<file path="config.mk">
export PLATFORM = sky130hd
export DESIGN_NAME = pipe_stage_skid_flat
export DESIGN_NICKNAME = d
export VERILOG_FILES = /design/src/rtl/pipe_stage_skid_if.sv /design/src/rtl/pipe_stage_skid.sv /design/src/flat_wrapper.sv
export SDC_FILE = /design/constraint.sdc
export NUM_CORES = 1
export LEC_CHECK = 0
export CAP_MARGIN = 25
export CELL_PAD_IN_SITES_DETAIL_PLACEMENT = 0
export CELL_PAD_IN_SITES_GLOBAL_PLACEMENT = 2
export CORE_MARGIN = 5
export CORE_UTILIZATION = 34
export DETAILED_ROUTE_END_ITERATION = 12
export DONT_BUFFER_PORTS = 1
export HOLD_SLACK_MARGIN = 0.03
export PLACE_DENSITY = 0.82
export SYNTH_ARGS = -nofsm -noshare
export SYNTH_HDL_FRONTEND = slang
export SYNTH_SLANG_ARGS = --single-unit
</file>
<file path="constraint.sdc">
create_clock -name clk -period 2.1 [get_ports clk]
set_clock_uncertainty 0.15 [all_clocks]
set_input_delay 0.315 -clock clk [delete_from_list [all_inputs] [get_ports clk]]
set_output_delay 0.315 -clock clk [all_outputs]
set_load 0.01 [all_outputs]
</file>
<file path="src/rtl/pipe_stage_skid_if.sv">
// Handshake bundle between adjacent pipeline stages: upstream beat in, registered beat out.
interface pipe_stage_skid_if #(
  parameter int DATA_W = 48,
  parameter int CTRL_W = 12
);
  logic              in_valid;
  logic              in_ready;
  logic [DATA_W-1:0] in_data;
  logic [CTRL_W-1:0] in_ctrl;
  logic              out_valid;
  logic              out_ready;
  logic [DATA_W-1:0] out_data;
  logic [CTRL_W-1:0] out_ctrl;

  modport master (
    output in_valid, in_data, in_ctrl, out_ready,
    input  in_ready, out_valid, out_data, out_ctrl
  );

  modport slave (
    input  in_valid, in_data, in_ctrl, out_ready,
    output in_ready, out_valid, out_data, out_ctrl
  );
endinterface

</file>
<file path="src/rtl/pipe_stage_skid.sv">
// Generic pipeline stage register: one main slot, optional one-entry skid slot,
// flush-to-bubble, freeze on halt/stall, and saturating stall/bubble counters.
module pipe_stage_skid #(
  parameter int                DATA_W   = 48,
  parameter int                CTRL_W   = 12,
  parameter logic [CTRL_W-1:0] CTRL_NOP = {CTRL_W{1'b0}},
  parameter int                SKID     = 1,
  parameter int                CNT_W    = 16
) (
  input  logic             clk,
  input  logic             rst,
  input  logic             halt_sys,
  input  logic             stall,
  input  logic             flush,
  input  logic             cnt_clr,
  pipe_stage_skid_if.slave bus,
  output logic [CNT_W-1:0] stall_cnt,
  output logic [CNT_W-1:0] bubble_cnt
);
  localparam bit               HAS_SKID = (SKID != 0);
  localparam logic [CNT_W-1:0] CNT_MAX  = {CNT_W{1'b1}};

  logic              frz_s;
  logic              drain_s;
  logic              accept_s;
  logic              vq_r;
  logic              sv_r;
  logic [DATA_W-1:0] data_r;
  logic [DATA_W-1:0] sdata_r;
  logic [CTRL_W-1:0] ctrl_r;
  logic [CTRL_W-1:0] sctrl_r;

  function automatic logic [CNT_W-1:0] sat_inc(input logic [CNT_W-1:0] v);
    if (v == CNT_MAX) begin
      return v;
    end else begin
      return v + {{(CNT_W-1){1'b0}}, 1'b1};
    end
  endfunction

  // Handshake outputs; with a skid slot in_ready never depends on out_ready
  always_comb begin
    frz_s         = halt_sys | stall;
    drain_s       = ~vq_r | bus.out_ready;
    bus.out_valid = vq_r & ~frz_s;
    bus.out_data  = data_r;
    bus.out_ctrl  = ctrl_r;
    if (HAS_SKID) begin
      bus.in_ready = rst & ~frz_s & ~sv_r;
    end else begin
      bus.in_ready = rst & ~frz_s & drain_s;
    end
    accept_s = bus.in_valid & bus.in_ready;
  end

  // Slot state: reset, then flush (beats in flight are dropped), then freeze, then transfer
  always_ff @(posedge clk) begin
    if (!rst) begin
      vq_r    <= 1'b0;
      sv_r    <= 1'b0;
      data_r  <= {DATA_W{1'b0}};
      sdata_r <= {DATA_W{1'b0}};
      ctrl_r  <= CTRL_NOP;
      sctrl_r <= CTRL_NOP;
    end else if (flush) begin
      vq_r   <= 1'b0;
      sv_r   <= 1'b0;
      ctrl_r <= CTRL_NOP;
    end else if (frz_s) begin
      vq_r <= vq_r;
      sv_r <= sv_r;
    end else if (drain_s) begin
      if (HAS_SKID && sv_r) begin
        data_r <= sdata_r;
        ctrl_r <= sctrl_r;
        sv_r   <= 1'b0;
      end else if (accept_s) begin
        data_r <= bus.in_data;
        ctrl_r <= bus.in_ctrl;
        vq_r   <= 1'b1;
      end else begin
        vq_r <= 1'b0;
      end
    end else if (HAS_SKID && accept_s) begin
      sdata_r <= bus.in_data;
      sctrl_r <= bus.in_ctrl;
      sv_r    <= 1'b1;
    end
  end

  // Saturating performance counters; clear wins over increment
  always_ff @(posedge clk) begin
    if (!rst || cnt_clr) begin
      stall_cnt  <= {CNT_W{1'b0}};
      bubble_cnt <= {CNT_W{1'b0}};
    end else begin
      if (frz_s) begin
        stall_cnt <= sat_inc(stall_cnt);
      end
      if (~vq_r & ~frz_s & ~flush) begin
        bubble_cnt <= sat_inc(bubble_cnt);
      end
    end
  end
endmodule

</file>
<file path="src/flat_wrapper.sv">
// flat-port wrapper written by rule: the top's interface ports become plain ports
module pipe_stage_skid_flat 
#(
  parameter int                DATA_W   = 48,
  parameter int                CTRL_W   = 12,
  parameter logic [CTRL_W-1:0] CTRL_NOP = {CTRL_W{1'b0}},
  parameter int                SKID     = 1,
  parameter int                CNT_W    = 16
)
  (clk, rst, halt_sys, stall, flush, cnt_clr, stall_cnt, bubble_cnt, bus_in_valid, bus_in_data, bus_in_ctrl, bus_out_ready, bus_in_ready, bus_out_valid, bus_out_data, bus_out_ctrl);
  pipe_stage_skid_if #(.DATA_W(DATA_W), .CTRL_W(CTRL_W)) bus_i ();
  input  logic clk;
  input  logic rst;
  input  logic halt_sys;
  input  logic stall;
  input  logic flush;
  input  logic cnt_clr;
  output logic [CNT_W-1:0] stall_cnt;
  output logic [CNT_W-1:0] bubble_cnt;
  input wire logic [$bits(bus_i.in_valid)-1:0] bus_in_valid;
  input wire logic [$bits(bus_i.in_data)-1:0] bus_in_data;
  input wire logic [$bits(bus_i.in_ctrl)-1:0] bus_in_ctrl;
  input wire logic [$bits(bus_i.out_ready)-1:0] bus_out_ready;
  output wire logic [$bits(bus_i.in_ready)-1:0] bus_in_ready;
  output wire logic [$bits(bus_i.out_valid)-1:0] bus_out_valid;
  output wire logic [$bits(bus_i.out_data)-1:0] bus_out_data;
  output wire logic [$bits(bus_i.out_ctrl)-1:0] bus_out_ctrl;
  assign bus_i.in_valid = bus_in_valid;
  assign bus_i.in_data = bus_in_data;
  assign bus_i.in_ctrl = bus_in_ctrl;
  assign bus_i.out_ready = bus_out_ready;
  assign bus_in_ready = bus_i.in_ready;
  assign bus_out_valid = bus_i.out_valid;
  assign bus_out_data = bus_i.out_data;
  assign bus_out_ctrl = bus_i.out_ctrl;
  pipe_stage_skid #(.DATA_W(DATA_W), .CTRL_W(CTRL_W), .CTRL_NOP(CTRL_NOP), .SKID(SKID), .CNT_W(CNT_W)) u_core (.clk(clk), .rst(rst), .halt_sys(halt_sys), .stall(stall), .flush(flush), .cnt_clr(cnt_clr), .bus(bus_i), .stall_cnt(stall_cnt), .bubble_cnt(bubble_cnt));
endmodule
</file>
==> reports/results.ini, run 1 <==
[outcome]
status=finished, violations left
violations=hold timing

[power]
seqPwrFrac_pct=47.4
switchingPower_mw=1.44
sw_frac_of_total_pct=22.8
pwr-share-clk_pct=47.8
total_power_mw=6.30
power_frac_comb_pct=4.8
p_leak_nw=3.29
ir_worst_vdd_mv=0.521
p_int_mw=4.86
powerDensity_nw_per_um2=744

[layout]
synthToLayoutAreaGrowth_pct=26.4
multi_input_area_sq_um=3430
fillers=1865
final_nets=890
design_area_sq_um=8470
layout.cells.most_common=nand2_1
register_area_sq_um=3090
drive_above_1_share_pct=10.8
stdcell_count=1099
final_cell_mix=nand2_1, dfxtp_1, dlygate4sd3_1

[placement]
place_area_sq_um=7230
gp_congestion=0.875
port_buffers=0
place_hpwl_um=11900
place_ws_ns=-0.0535
dpl.cell_count=1002

[worst_setup_path]
cpMostUsedCell=or4_4
reg2regPathDepth=4
cp.arrival_ns=2.22
cp.depth=4
endpoint_kind=flip-flop
cp-start-kind=flip-flop
slowest_stage=or4_4
cpLargestDelayFamily=simple AND/OR/NAND/NOR gates
critPathMaxStageDelay_ns=0.50
crit_required_ns=2.30
path_cells=or4_4, or4_4, or4_4, a21oi_2
path_class=flip-flop to flip-flop
cp_num_buf_inv=0
path_max_fanout=4

[synth]
synth_ff_type=dfxtp_1
synth_enable_flop_cells=0
synthArstFlopShare_pct=0
yosysWarnings=0
yosysUniqueCellTypes=41
synth-seq-area-share_pct=46.0
synth_nets=820
syn_avg_cell_area_sq_um=8.93
synth-seq-cells=154
syn_area_sq_um=6700
synth_cells=750

[clocking]
clk_latency_ns=0.41
numCtsBuffers=17
cts_sinks=154
path_clk_slew_ns=0.07
root_buffer=clkbuf_16
clock_path_buffers=2
cts_tree=done
h-tree-depth=4
cts-hold-fix-buffers=64

[route]
drtIter0Drc=229
drt-total-wl_um=17900
post_drt_wl_per_cell_um=16.3
vias_per_cell=5.18
vias=5689
ant_nets=0
drc_errors=0
drt-pass1-iter-count=4

[floorplan]
fp.dieH_um=150
core_area_sq_um=19500
rows=51
io_pins=162
initial_utilization_pct=34.4
fp.dieW_um=150
die_area_sq_um=22600

[sta]
grt_setup_unrepaired=false
period_share_pct=96.3
maxSlewHeadroom_pct=65.9
hold_viol=22
max_freq_mhz=495
hold-worst-slack_ns=-0.0656
finalSetupViolations=0
tightest_slew_ns=0.499
finalMaxSlewViolations=0
setup_slack_ns=0.0781
post-route-min-period_ns=2.02

[grt]
track_usage_pct=15.8
grt_start_max_net_pins=115
grt_pass1_wl_um=29000
grt_remaining_overflow=0
grt_pass1_vias=5702
antenna_found_initial=0

[run]
maxCapViolCount=0

[worst_hold_path]
hold_path_depth=1
min_path_type=primary input to flip-flop

==> worst reg2reg max path, stage by stage (launching register included) <==
cell	delay, ns
dfxtp_2	0.32
or4_4	0.46
or4_4	0.50
or4_4	0.43
a21oi_2	0.12
==> layer usage <==
| metal | part of all wire (%) | up-vias | GRT usage (%) |
|---|---|---|---|
| li1 | - | 2821 | - |
| met1 | 44 | 2719 | 19.4 |
| met2 | 48 | 136 | 26.4 |
| met3 | 7.0 | 13 | 5.63 |
| met4 | 0.98 | 0 | 3.98 |
| met5 | 0 | - | 0 |
==> kinds of logic after synthesis <==
logic type	after synthesis	share of synthesized area, %
adder cells (fa/ha/maj)	2	0.373
buffers and inverters	59	3.51
XOR/XNOR	3	0.392
AND/OR/NAND/NOR	292	19.9
flip-flops	154	46.0
multiplexers	61	9.11
AO/OA/AOI/OAI	179	20.7
==> power groups by stage <==
stage	sequential [mW]	combinational [mW]	clock, mW
global route	2.99	0.331	3.25
CTS	2.98	0.304	3.12
finish	2.99	0.303	3.01
detailed placement	3.05	0.190	0
global placement	3.05	0.186	0
floorplan	3.04	0.168	0
==> sequential cells by signal, summed over array words and instances, names as in the netlist <==
register             count
u_core.bubble_cnt       16
u_core.bus.out_ctrl     12
u_core.bus.out_data     48
u_core.sctrl_r          12
u_core.sdata_r          48
u_core.stall_cnt        16
u_core.sv_r              1
u_core.vq_r              1
==> cell usage after synthesis (2+ instances only) <==
cell type	number	area (sq um)
nand4_1	11	68.8
o2111ai_1	2	17.5
o211a_1	48	480
o21ai_0	10	50.1
nor2b_1	3	18.8
buf_2	5	25.0
nand2b_1	3	18.8
a21boi_0	60	450
o211ai_1	3	22.5
or3_1	7	43.8
or4_1	16	120
a21oi_1	22	110
and2_1	2	12.5
and4_1	7	61.3
a211oi_1	14	105
mux2i_1	61	611
nand2_1	187	702
nor4_1	7	43.8
nand3_1	12	60.1
and3_1	5	31.3
nor3_1	4	20.0
or4_4	2	22.5
ha_1	2	25.0
xnor2_1	3	26.3
dfxtp_1	154	3080
nor2_1	23	86.3
inv_1	2	7.51
o31ai_1	13	97.6
clkbuf_1	50	188
==> metrics by stage <==
step           util [%]  TNS [ns]
2_1_floorplan         -    -0.146
3_3_place_gp       37.1   -0.0693
3_5_place_dp       37.1    -0.208
4_1_cts            43.4         0
5_1_grt            43.5         0
6_report           43.5         0
==> final timing paths <==
path                             startpoint                                    to  slack, ns
min reg2reg  u_core.sdata_r[5]$_SDFFE_PN0P_        u_core.sdata_r[5]$_SDFFE_PN0P_       0.31
max                u_core.vq_r$_SDFFE_PP0P_    u_core.bubble_cnt[14]$_SDFFE_PP0P_       0.08
max reg2reg        u_core.vq_r$_SDFFE_PP0P_    u_core.bubble_cnt[14]$_SDFFE_PP0P_       0.08
min                                     rst  u_core.bus.out_data[42]$_SDFFE_PN0P_      -0.07
==> cell type report <==
| type | instances | area share [%] |
|---|---|---|
| tap | 265 | 3.91 |
| multi-input combinational | 537 | 40.5 |
| inverter | 2 | 0.0886 |
| sequential | 154 | 36.4 |
| clock buffer | 20 | 5.52 |
| antenna | 1 | 0.0295 |
| timing repair buffer | 108 | 12.2 |
| clock inverter | 12 | 1.31 |
==> what timing repair did <==
action	in CTS	in global routing
hold endpoints to repair	122	108
setup buffers	0	0
gates resized for setup	0	5
endpoints found under the setup margin	0	11
(Power assumes the default switching activity.)
==> run 2, diff against run 1 <==
CTS_CLUSTER_DIAMETER = 30   (was default)
==> results of run 2 <==
No change in the layout: final DEF, timing and power equal those of run 1.
==> run 3, diff against run 2 <==
CELL_PAD_IN_SITES_DETAIL_PLACEMENT = 1   (was 0)
HOLD_SLACK_MARGIN = default   (was 0.03)
==> reports/results.ini, run 3 (synthesis results as in run 1) <==
[grt]
grt_pass1_wl_um=32600
grt_pass1_vias=6288
grt_start_max_net_pins=115
track_usage_pct=17.9
grt_remaining_overflow=0
antenna_found_initial=0

[layout]
final_cell_mix=nand2_1, dfxtp_1, dlygate4sd3_1
layout.cells.most_common=nand2_1
stdcell_count=1098
drive_above_1_share_pct=10.6
fin_util_pct=43.7
final_nets=889
synthToLayoutAreaGrowth_pct=26.8
register_area_sq_um=3090
multi_input_area_sq_um=3420
design_area_sq_um=8500
fillers=2196

[power]
p_leak_nw=3.30
total_power_mw=6.51
powerDensity_nw_per_um2=766
ir_worst_vdd_mv=0.497

[run]
maxCapViolCount=0

[route]
post_drt_wl_per_cell_um=18.3
drtIter0Drc=252
met3_length_um=1460
ant_nets=0
drc_errors=0
vias=5906
top_layer=met4
vias_per_cell=5.38
wl_met1_um=8360
met2_length_um=9950
drt-total-wl_um=20100
drt-pass1-iter-count=4

[clocking]
numCtsBuffers=17
h-tree-depth=4
clock_path_buffers=2
path_clk_slew_ns=0.06
cts-hold-fix-buffers=63
cts_tree=done
cts_sinks=154
root_buffer=clkbuf_16
clk_latency_ns=0.42

[sta]
post-route-min-period_ns=2.05
setup_slack_ns=0.0548
timing.setup.tns_ns=0
max_freq_mhz=489
hold_viol=108
hold-worst-slack_ns=-0.0762
finalSetupViolations=0
period_share_pct=97.4
maxSlewHeadroom_pct=64.8
tightest_slew_ns=0.514
finalMaxSlewViolations=0

[placement]
place_area_sq_um=7230
dpl.cell_count=1002
place_ws_ns=-0.0556
gp_congestion=0.875
port_buffers=0
place_hpwl_um=13300

[floorplan]
fp.dieH_um=150
core_area_sq_um=19500
io_pins=162
die_area_sq_um=22600
initial_utilization_pct=34.4
fp.dieW_um=150
rows=51

[worst_setup_path]
crit_required_ns=2.30
endpoint_kind=flip-flop
cp.arrival_ns=2.24
path_class=flip-flop to flip-flop
path_max_fanout=4
cp-start-kind=flip-flop

[outcome]
status=finished, violations left
violations=hold timing

[worst_hold_path]
min_path_type=primary input to flip-flop

==> run 3: routing by layer <==
layer	global-route usage [%]	vias up
li1	-	2827
met1	20.7	2919
met2	30.7	138
met3	6.62	22
met4	5.54	0
met5	0	-
==> run 3: where the power goes <==
part | total (mW) | switching, mW | internal (mW) | leakage (nW)
clock | 3.22 | 1.28 | 1.94 | 0.299
combinational | 0.301 | 0.131 | 0.170 | 1.76
sequential | 2.99 | 0.0370 | 2.95 | 1.24
total | 6.51 | 1.45 | 5.06 | 3.30
==> run 3: layout make-up <==
| type | count | area share [%] |
|---|---|---|
| Multi-Input combinational cell | 537 | 40.3 |
| Sequential cell | 154 | 36.3 |
| Clock buffer | 22 | 5.83 |
| Inverter | 2 | 0.0884 |
| Antenna cell | 1 | 0.0295 |
| Tap cell | 265 | 3.90 |
| Clock inverter | 10 | 1.50 |
| Timing Repair Buffer | 107 | 12.0 |
==> run 3: final timing paths <==
kind / start / to / slack [ns] / depth (start not counted)
setup reg to reg: u_core.vq_r$_SDFFE_PP0P_ / u_core.bubble_cnt[10]$_SDFFE_PP0P_ / 0.05 / 5
hold / removal: rst / u_core.bus.out_data[42]$_SDFFE_PN0P_ / -0.08 / 1
setup / recovery: u_core.vq_r$_SDFFE_PP0P_ / u_core.bubble_cnt[10]$_SDFFE_PP0P_ / 0.05 / 5
hold reg to reg: u_core.sdata_r[40]$_SDFFE_PN0P_ / u_core.sdata_r[40]$_SDFFE_PN0P_ / 0.31 / 2
==> run 3: timing repair <==
item                                    in CTS  in global routing
buffers inserted                             0                  0
gates resized for setup                      0                  3
endpoints found under the setup margin       0                 28
endpoints found under the hold margin      117                108
==> run 3: worst max-delay path: stages, from the launching register on <==
cell,delay [ns]
dfxtp_2,0.32
or4_4,0.45
or4_4,0.50
buf_4,0.15
or2_2,0.27
a21oi_1,0.14
